===== config.mk =====
export PLATFORM = sky130hd
export DESIGN_NAME = sort_buf
export DESIGN_NICKNAME = d
export VERILOG_FILES = /design/src/rtl/sort_buf_pkg.sv /design/src/rtl/sort_buf_cmp_unit.sv /design/src/rtl/sort_buf.sv
export SDC_FILE = /design/constraint.sdc
export NUM_CORES = 1
export LEC_CHECK = 0
export ABC_AREA = 1
export BUFFER_PORTS_ARGS = -buffer_cell sky130_fd_sc_hd__buf_2
export CAP_MARGIN = 30
export CORE_AREA = 2 2 91 75
export DETAILED_ROUTE_END_ITERATION = 8
export DIE_AREA = 0 0 93 77
export SKIP_CTS_REPAIR_TIMING = 1
export SLEW_MARGIN = 20
export SYNTH_ARGS = -nofsm -noshare
export SYNTH_HDL_FRONTEND = slang
export SYNTH_SLANG_ARGS = --single-unit

===== constraint.sdc =====
create_clock -name clk -period 9.5 [get_ports clk]
set_input_delay 0.475 -clock clk [delete_from_list [all_inputs] [get_ports clk]]
set_output_delay 0.475 -clock clk [all_outputs]
set_load 0.005 [all_outputs]

===== src/rtl/sort_buf_pkg.sv =====
// Shared definitions for the sort_buf batch sorter: FSM state encoding and
// default operand width / batch depth.
package sort_buf_pkg;

  typedef enum logic [1:0] {
    LOAD  = 2'd0,
    SORT  = 2'd1,
    DRAIN = 2'd2
  } state_t;

  localparam int DEF_WIDTH = 4;
  localparam int DEF_DEPTH = 4;

endpackage


===== src/rtl/sort_buf_cmp_unit.sv =====
// Combinational signed compare of two two's-complement operands.
// Exactly one of gt/eq/lt is high; operand sign bits are exported too.
module cmp_unit
  import sort_buf_pkg::*;
#(
  parameter int WIDTH = DEF_WIDTH
) (
  input  logic [WIDTH-1:0] a,
  input  logic [WIDTH-1:0] b,
  output logic             gt,
  output logic             eq,
  output logic             lt,
  output logic             sign_a,
  output logic             sign_b
);

  always_comb begin
    sign_a = a[WIDTH-1];
    sign_b = b[WIDTH-1];
    eq     = (a == b);
    // Mixed signs: the negative operand is smaller. Same sign: raw bits
    // order correctly as unsigned magnitude.
    if (sign_a != sign_b) lt = sign_a;
    else                  lt = (a < b);
    gt = !eq && !lt;
  end

endmodule


===== src/rtl/sort_buf.sv =====
// Batch sorter: loads DEPTH signed values, bubble-sorts them ascending with
// one compare per cycle, then drains them in order through a valid/ready port.
module sort_buf
  import sort_buf_pkg::*;
#(
  parameter int WIDTH = DEF_WIDTH,
  parameter int DEPTH = DEF_DEPTH
) (
  input  logic                       clk,
  input  logic                       rst_n,
  input  logic                       in_valid,
  input  logic signed [WIDTH-1:0]    in_data,
  output logic                       in_ready,
  output logic                       out_valid,
  output logic signed [WIDTH-1:0]    out_data,
  input  logic                       out_ready,
  output logic                       busy,
  output logic                       sort_done,
  output logic [$clog2(DEPTH)-1:0]   passes
);

  localparam int PW = $clog2(DEPTH);
  localparam logic [PW-1:0] LAST_PTR  = PW'(DEPTH - 1);
  localparam logic [PW-1:0] LAST_IDX  = PW'(DEPTH - 2);
  localparam logic [PW-1:0] LAST_PASS = PW'(DEPTH - 2);

  state_t state_q, state_d;

  logic [WIDTH-1:0] mem_q [DEPTH];
  logic [PW-1:0]    wr_ptr_q, rd_ptr_q, idx_q, pass_q, passes_q;
  logic             swapped_q;
  logic [PW-1:0]    idx_nx;

  logic load_fire, out_fire, pass_end, sort_exit;
  logic cmp_gt, cmp_eq, cmp_lt, sign_a, sign_b;

  assign idx_nx = idx_q + 1'b1;

  cmp_unit #(.WIDTH(WIDTH)) u_cmp (
    .a      (mem_q[idx_q]),
    .b      (mem_q[idx_nx]),
    .gt     (cmp_gt),
    .eq     (cmp_eq),
    .lt     (cmp_lt),
    .sign_a (sign_a),
    .sign_b (sign_b)
  );

  // Only gt drives the swap; the remaining flags are observable on the
  // compare unit but have no consumer here.
  logic cmp_unused;
  assign cmp_unused = ^{cmp_eq, cmp_lt, sign_a, sign_b};

  // NOTE: sequential state uses non-blocking assignments so every register
  // samples the pre-edge values, independent of statement order.
  always_ff @(posedge clk) begin
    if (!rst_n) state_q <= LOAD;
    else        state_q <= state_d;
  end

  // NOTE: every output of this block gets a default first, so no path can
  // leave a signal unassigned and infer a latch.
  always_comb begin
    state_d   = state_q;
    in_ready  = 1'b0;
    out_valid = 1'b0;
    busy      = 1'b0;
    sort_done = 1'b0;
    load_fire = 1'b0;
    out_fire  = 1'b0;
    pass_end  = 1'b0;
    sort_exit = 1'b0;
    unique case (state_q)
      LOAD: begin
        in_ready  = 1'b1;
        load_fire = in_valid;
        if (in_valid && wr_ptr_q == LAST_PTR) state_d = SORT;
      end
      SORT: begin
        busy = 1'b1;
        if (idx_q == LAST_IDX) begin
          pass_end = 1'b1;
          // A clean pass (including this compare) or the last possible
          // pass ends the sort.
          if ((!swapped_q && !cmp_gt) || pass_q == LAST_PASS) begin
            sort_exit = 1'b1;
            sort_done = 1'b1;
            state_d   = DRAIN;
          end
        end
      end
      DRAIN: begin
        out_valid = 1'b1;
        out_fire  = out_ready;
        if (out_ready && rd_ptr_q == LAST_PTR) state_d = LOAD;
      end
      default: state_d = LOAD;
    endcase
  end

  // NOTE: the entry array is small and its contents are visible on
  // out_data, so it is cleared on reset along with the control state.
  always_ff @(posedge clk) begin
    if (!rst_n) begin
      for (int i = 0; i < DEPTH; i++) mem_q[i] <= '0;
      wr_ptr_q  <= '0;
      rd_ptr_q  <= '0;
      idx_q     <= '0;
      pass_q    <= '0;
      passes_q  <= '0;
      swapped_q <= 1'b0;
    end else begin
      if (load_fire) begin
        mem_q[wr_ptr_q] <= in_data;
        if (wr_ptr_q != LAST_PTR) wr_ptr_q <= wr_ptr_q + 1'b1;
      end

      if (busy) begin
        if (cmp_gt) begin
          mem_q[idx_q]  <= mem_q[idx_nx];
          mem_q[idx_nx] <= mem_q[idx_q];
          swapped_q     <= 1'b1;
        end
        if (pass_end) begin
          idx_q     <= '0;
          swapped_q <= 1'b0;
          pass_q    <= pass_q + 1'b1;
        end else begin
          idx_q <= idx_nx;
        end
        if (sort_exit) begin
          passes_q <= pass_q + 1'b1;
          pass_q   <= '0;
        end
      end

      if (out_fire) begin
        if (rd_ptr_q == LAST_PTR) begin
          rd_ptr_q <= '0;
          wr_ptr_q <= '0;
        end else begin
          rd_ptr_q <= rd_ptr_q + 1'b1;
        end
      end
    end
  end

  assign out_data = mem_q[rd_ptr_q];
  // The exit cycle reports the final count before the register catches up.
  assign passes   = sort_done ? PW'(pass_q + 1'b1) : passes_q;

endmodule

# Word-level counts from Yosys, hierarchy flattened
# Memories as Yosys holds them, arrays and structs flattened. A register that Yosys moved wholly into a read port is not among the register bits.
# Index checks and enable logic that the tools add are counted.
# word_totals
regBits	13
ram_bits	16
inputBits	8
out_inout_bits	10
elab_cells	92
n_memories	1
# memory_table
memory	depth	word_bits	rd	rd_clocked_by_memory_dff	wr	line	text
mem_q	4	4	3	2	4	sort_buf.sv:29	logic [WIDTH-1:0] mem_q [DEPTH];
# op_classes
addsub	4
order_cmp	1
eq_ne	13
muxes	48
n_reduce_logical	18
# ops
cell	count
two-way mux 2 bit	20
two-way mux 1 bit	24
two-way mux 4 bit	3
OR reduction 4 bit	3
equality test 2 bit (second input constant)	5
inequality test 2 bit (second input constant)	5
adder 2 x 1 -> 2 bit (second input constant)	4
case mux 2 bit (3 select lines)	1
equality test 4 bit	1
logical AND 1 bit	4
logical NOT 1 bit	4
less-than comparator 4 bit	1
AND reduction 2 bit	2
AND reduction 4 bit	1
nonzero test 2 bit	2
equality test 2 x 1 -> 1 bit (second input constant)	1
logical NOT 2 bit	1
logical OR 1 bit	1
inequality test 1 bit	1

# Logic depth before layout (Yosys ltp)
# An unclocked memory read counts as a cell.
# depth
ltp_word	14
ltp_mapped	22
mapped_depth_nobuf	19

# By module
# A second synthesis with hierarchy kept.
# hier_totals
hier_cells	296
area_unflattened_um2	2114.5
# modules_own_cells
module	instances	cells_each	area_per_inst_um2	seq_area_each_um2
sort_buf	1	271	1966.9	820.8
cmp_unit	1	25	147.6	0.0

# Worst setup path after synthesis
# OpenSTA, ideal clock, no wires.
# synth_timing
path_kind	register to register
startpoint	register idx_q[0]
endpoint	memory mem_q[0][0] (netlist bit) (enable)
setup_time_ns	0.361
t_arrival_ns	2.900
required_time_ns	9.139
slack_ns	6.238
path_stages_with_launch	19
n_path_buf	2
synth_period_minus_slack_ns	3.262
cell_sequence	dfxtp_1 -> buf_4 -> inv_2 -> buf_4 -> ha_1 -> inv_1 -> a21oi_1 -> o21ai_0 -> nand2_1 -> inv_1 -> ha_1 -> nand2_1 -> clkinv_1 -> nand2_1 -> a21oi_1 -> nand4_4 -> nand2_1 -> nand2_4 -> o21ai_0
# synth_lines
item	line	text
start: declaration	sort_buf.sv:30	logic [PW-1:0] wr_ptr_q, rd_ptr_q, idx_q, pass_q, passes_q;
start signal: assignment	sort_buf.sv:129	idx_q <= idx_nx;
end: declaration	sort_buf.sv:29	

# Worst setup path after layout
# layout_timing
startpoint	register idx_q[0]
endpoint	output port passes[0]
# layout_between
elab_chain_len	13
elab_cells_between_ends	17
classes_between	add/sub (1); order compare (1); eq/ne (3); mux (5); reduce/logical (6); memory (1)
# layout_rtl
item	line	text
adder 2 x 1 -> 2 bit	sort_buf.sv:37	assign idx_nx = idx_q + 1'b1;
memory (4 x 4 bit)	n/a	
less-than comparator 4 bit or inequality test 1 bit (tied branches)	sort_buf_cmp_unit.sv:24, sort_buf_cmp_unit.sv:23	
two-way mux 1 bit	sort_buf_cmp_unit.sv:23	if (sign_a != sign_b) lt = sign_a;
logical NOT 1 bit	sort_buf_cmp_unit.sv:25	gt = !eq && !lt;
logical AND 1 bit	sort_buf_cmp_unit.sv:25	
logical NOT 1 bit	sort_buf.sv:85	if ((!swapped_q && !cmp_gt) || pass_q == LAST_PASS) begin
logical AND 1 bit	sort_buf.sv:85	
logical OR 1 bit	sort_buf.sv:85	
two-way mux 1 bit	sort_buf.sv:85	
two-way mux 1 bit (*)	sort_buf.sv:81	if (idx_q == LAST_IDX) begin
two-way mux 1 bit (*)	sort_buf.sv:73	unique case (state_q)
two-way mux 2 bit (*)	n/a	
end: declaration	sort_buf.sv:19	output logic [$clog2(DEPTH)-1:0] passes
# Every way passes the cells marked *; elsewhere a longest branch is shown, timed or not.

==> metrics.yaml <==
timing:
  maxSlewViolCount: 0
  hold_viol: 0
  max-slew-margin-rel: 0.505
  timing.final.crit_share: 0.439
  setup_viol: 0
  rsz0062_at_grt: "false"
  finalClockSkew_ns: 0.00971
  fmax_mhz: 240
  period_minus_slack_ns: 4.17
  tns_ns: 0
  worst_pin_slew_ns: 0.735
  holdWs_ns: 0.470
  timing.final.ws_setup_ns: 5.33
grt:
  grt_max_degree: 16
  antenna_found_initial: 0
  grt_pass1_vias: 1949
  track_usage: 0.188
  overflow: 0
  grt_first_pass_wirelength_mm: 10.4
detailed_routing:
  finalWirelength_mm: 6.30
  dr_total_vias: 2151
  wl_met2_mm: 2.50
  dr.first_iter.drc_count: 168
  ant_nets: 0
  drc: 0
  wirelength_met1_mm: 3.23
  met3_length_um: 447
  routedWlPerCell_um: 14.9
  drt_first_pass_iters: 4
  vias_per_cell: 5.10
  topRoutingLayerUsed: "met4"
worst_setup_path:
  crit_chain: "inv_2, ha_1, inv_1, a21oi_1, o21ai_0, nand2_1, inv_1, ha_1, nand2_1, clkinv_1, nand2_1, nand2_1, nand2_1, nor2_4, o21bai_2, nand2_1, nand2_1, nand2_1, inv_1, buf_2"
  cpMaxStageDelayCell: "dfxtp_1"
  cp_common_cell: "nand2_1"
  crit_fanout: 15
  startpoint_type: "flip-flop"
  crit_family: "simple AND/OR/NAND/NOR gates"
  path_buf_inv: 6
  worstPathArrival_ns: 3.69
  critPathRequiredTime_ns: 9.03
  max_stage_delay_ns: 0.60
  crit_path_end_kind: "output pin"
  path_class: "reg2out"
yosys:
  yosysMostFrequentCell: "nand2_1"
  synth_area_um2: 2420
  synth_edf_count: 16
  seq_area_frac_synth: 0.338
  synth_top_area_cell: "edfxtp_1"
  synth_top_area_frac: 0.198
  yosysUniqueCellTypes: 35
  ys_ff_latch: 33
  netlist_top_cells_count: "nand2_1 (89), inv_1 (37), nor2_1 (29), a21oi_1 (26), o21ai_0 (24)"
  synth_top_flop_cell: "dfxtp_1"
  synth_nets: 340
  async_reset_ff_frac: 0
  synth.avg_cell_area_um2: 7.55
  ys_top_cells_by_area: "edfxtp_1 (20%), dfxtp_1 (14%), nand2_1 (14%)"
  postSynthCellCount: 321
  yosys_warnings: 0
clock_network:
  clock-sinks: 33
  cts.path.max_buffers: 2
  cts_tree: "done"
  cts_root_buf: "clkbuf_8"
  clk_pin_slew_worst_paths_ns: 0.08
  clock_latency_ns: 0.29
  htree_levels: 2
  numCtsBuffers: 5
run:
  cap_viol_max_count: 0
die:
  die_h_um: 77
  fp.dieArea_um2: 7160
  rows: 26
  die_w_um: 93
  coreArea_um2: 6250
  io_pins: 18
  initial_core_util: 0.388
placed_design:
  dp_hpwl_mm: 4.79
  gp_congestion: 0.890
  io_buffers: 17
  postPlaceCellArea_um2: 2550
  dp.cells: 414
  pre_cts_slack_ns: 5.66
finish:
  nNetsFinal: 356
  num_antenna_cells: 0
  fin_area_um2: 2640
  fin_cells: 422
  layout-drive-gt1-share: 0.189
  final_core_util: 0.422
  area_delta_synth_final_pct: 8.67
power:
  ir_worst_vdd_uv: 69.9
  power_leakage_nw: 1.17
  power_uw: 406
  cellPowerDensity_nw_per_um2: 154
hold_path:
  min_path_type: "reg2reg"
status:
  status: "completed"
## cell usage in the layout (no fill, tap or decap), types with 5 or more instances in the layout
master / instances
nand2_1: 89
inv_1: 37
nor2_1: 29
a21oi_1: 26
o21ai_0: 24
dfxtp_1: 17
buf_2: 17
edfxtp_1: 16
nand3_1: 11
ha_1: 11
nor2_2: 8
nand4_4: 7
nor2_4: 6
o22ai_1: 6
nand2_2: 5
clkbuf_8: 5
## final cells by class
cell class	count	area [um^2]
Clock inverter	3	17.5
Multi-Input combinational cell	239	1380
Fill cell	671	3610
Sequential cell	33	821
Inverter	41	159
Clock buffer	5	68.8
Tap cell	84	105
Timing Repair Buffer	17	85.1
## routing by layer
metal,vias to the layer above,track usage
li1,1085,-
met1,974,0.296
met2,82,0.250
met3,10,0.0403
met4,0,0.0603
met5,-,0
## path summary, 6_finish.rpt
check	start	endpoint	slack, ns	cells past startpoint
worst min-delay path	passes_q[1]	passes_q[1]	0.47	2
worst max register to register	idx_q[0]	mem_q[1][0]	5.63	16
worst min register to register	passes_q[1]	passes_q[1]	0.47	2
worst max-delay path	idx_q[0]	passes[0]	5.33	20
## worst register-to-register path, delay by kind of cell, from the launching register on
kind / cells / cell delay (ns)
adder cells (fa/ha/maj): 2 / 0.77
AO/OA/AOI/OAI: 4 / 1.01
AND/OR/NAND/NOR: 6 / 0.70
buffers and inverters: 4 / 0.43
flip-flops: 1 / 0.60
## where the power goes
part	internal [mW]	total, mW	switching, mW
Sequential	0.161	0.174	0.0131
Combinational	0.0380	0.128	0.0895
Clock	0.0505	0.105	0.0542
Total	0.249	0.406	0.157
## kinds of logic (layout without fill, tap and decap cells)
logic type                 count (synthesis)  in the layout  share of synthesized area
xor gates and xnor gates                   1              1                    0.00361
AOI/OAI and AO/OA                         65             65                      0.148
buffers and inverters                     49             66                     0.0929
DFF                                       33             33                      0.338
and+or+nand+nor                          162            162                      0.360
adders and majority gates                 11             11                     0.0568
(Power assumes the default switching activity.)
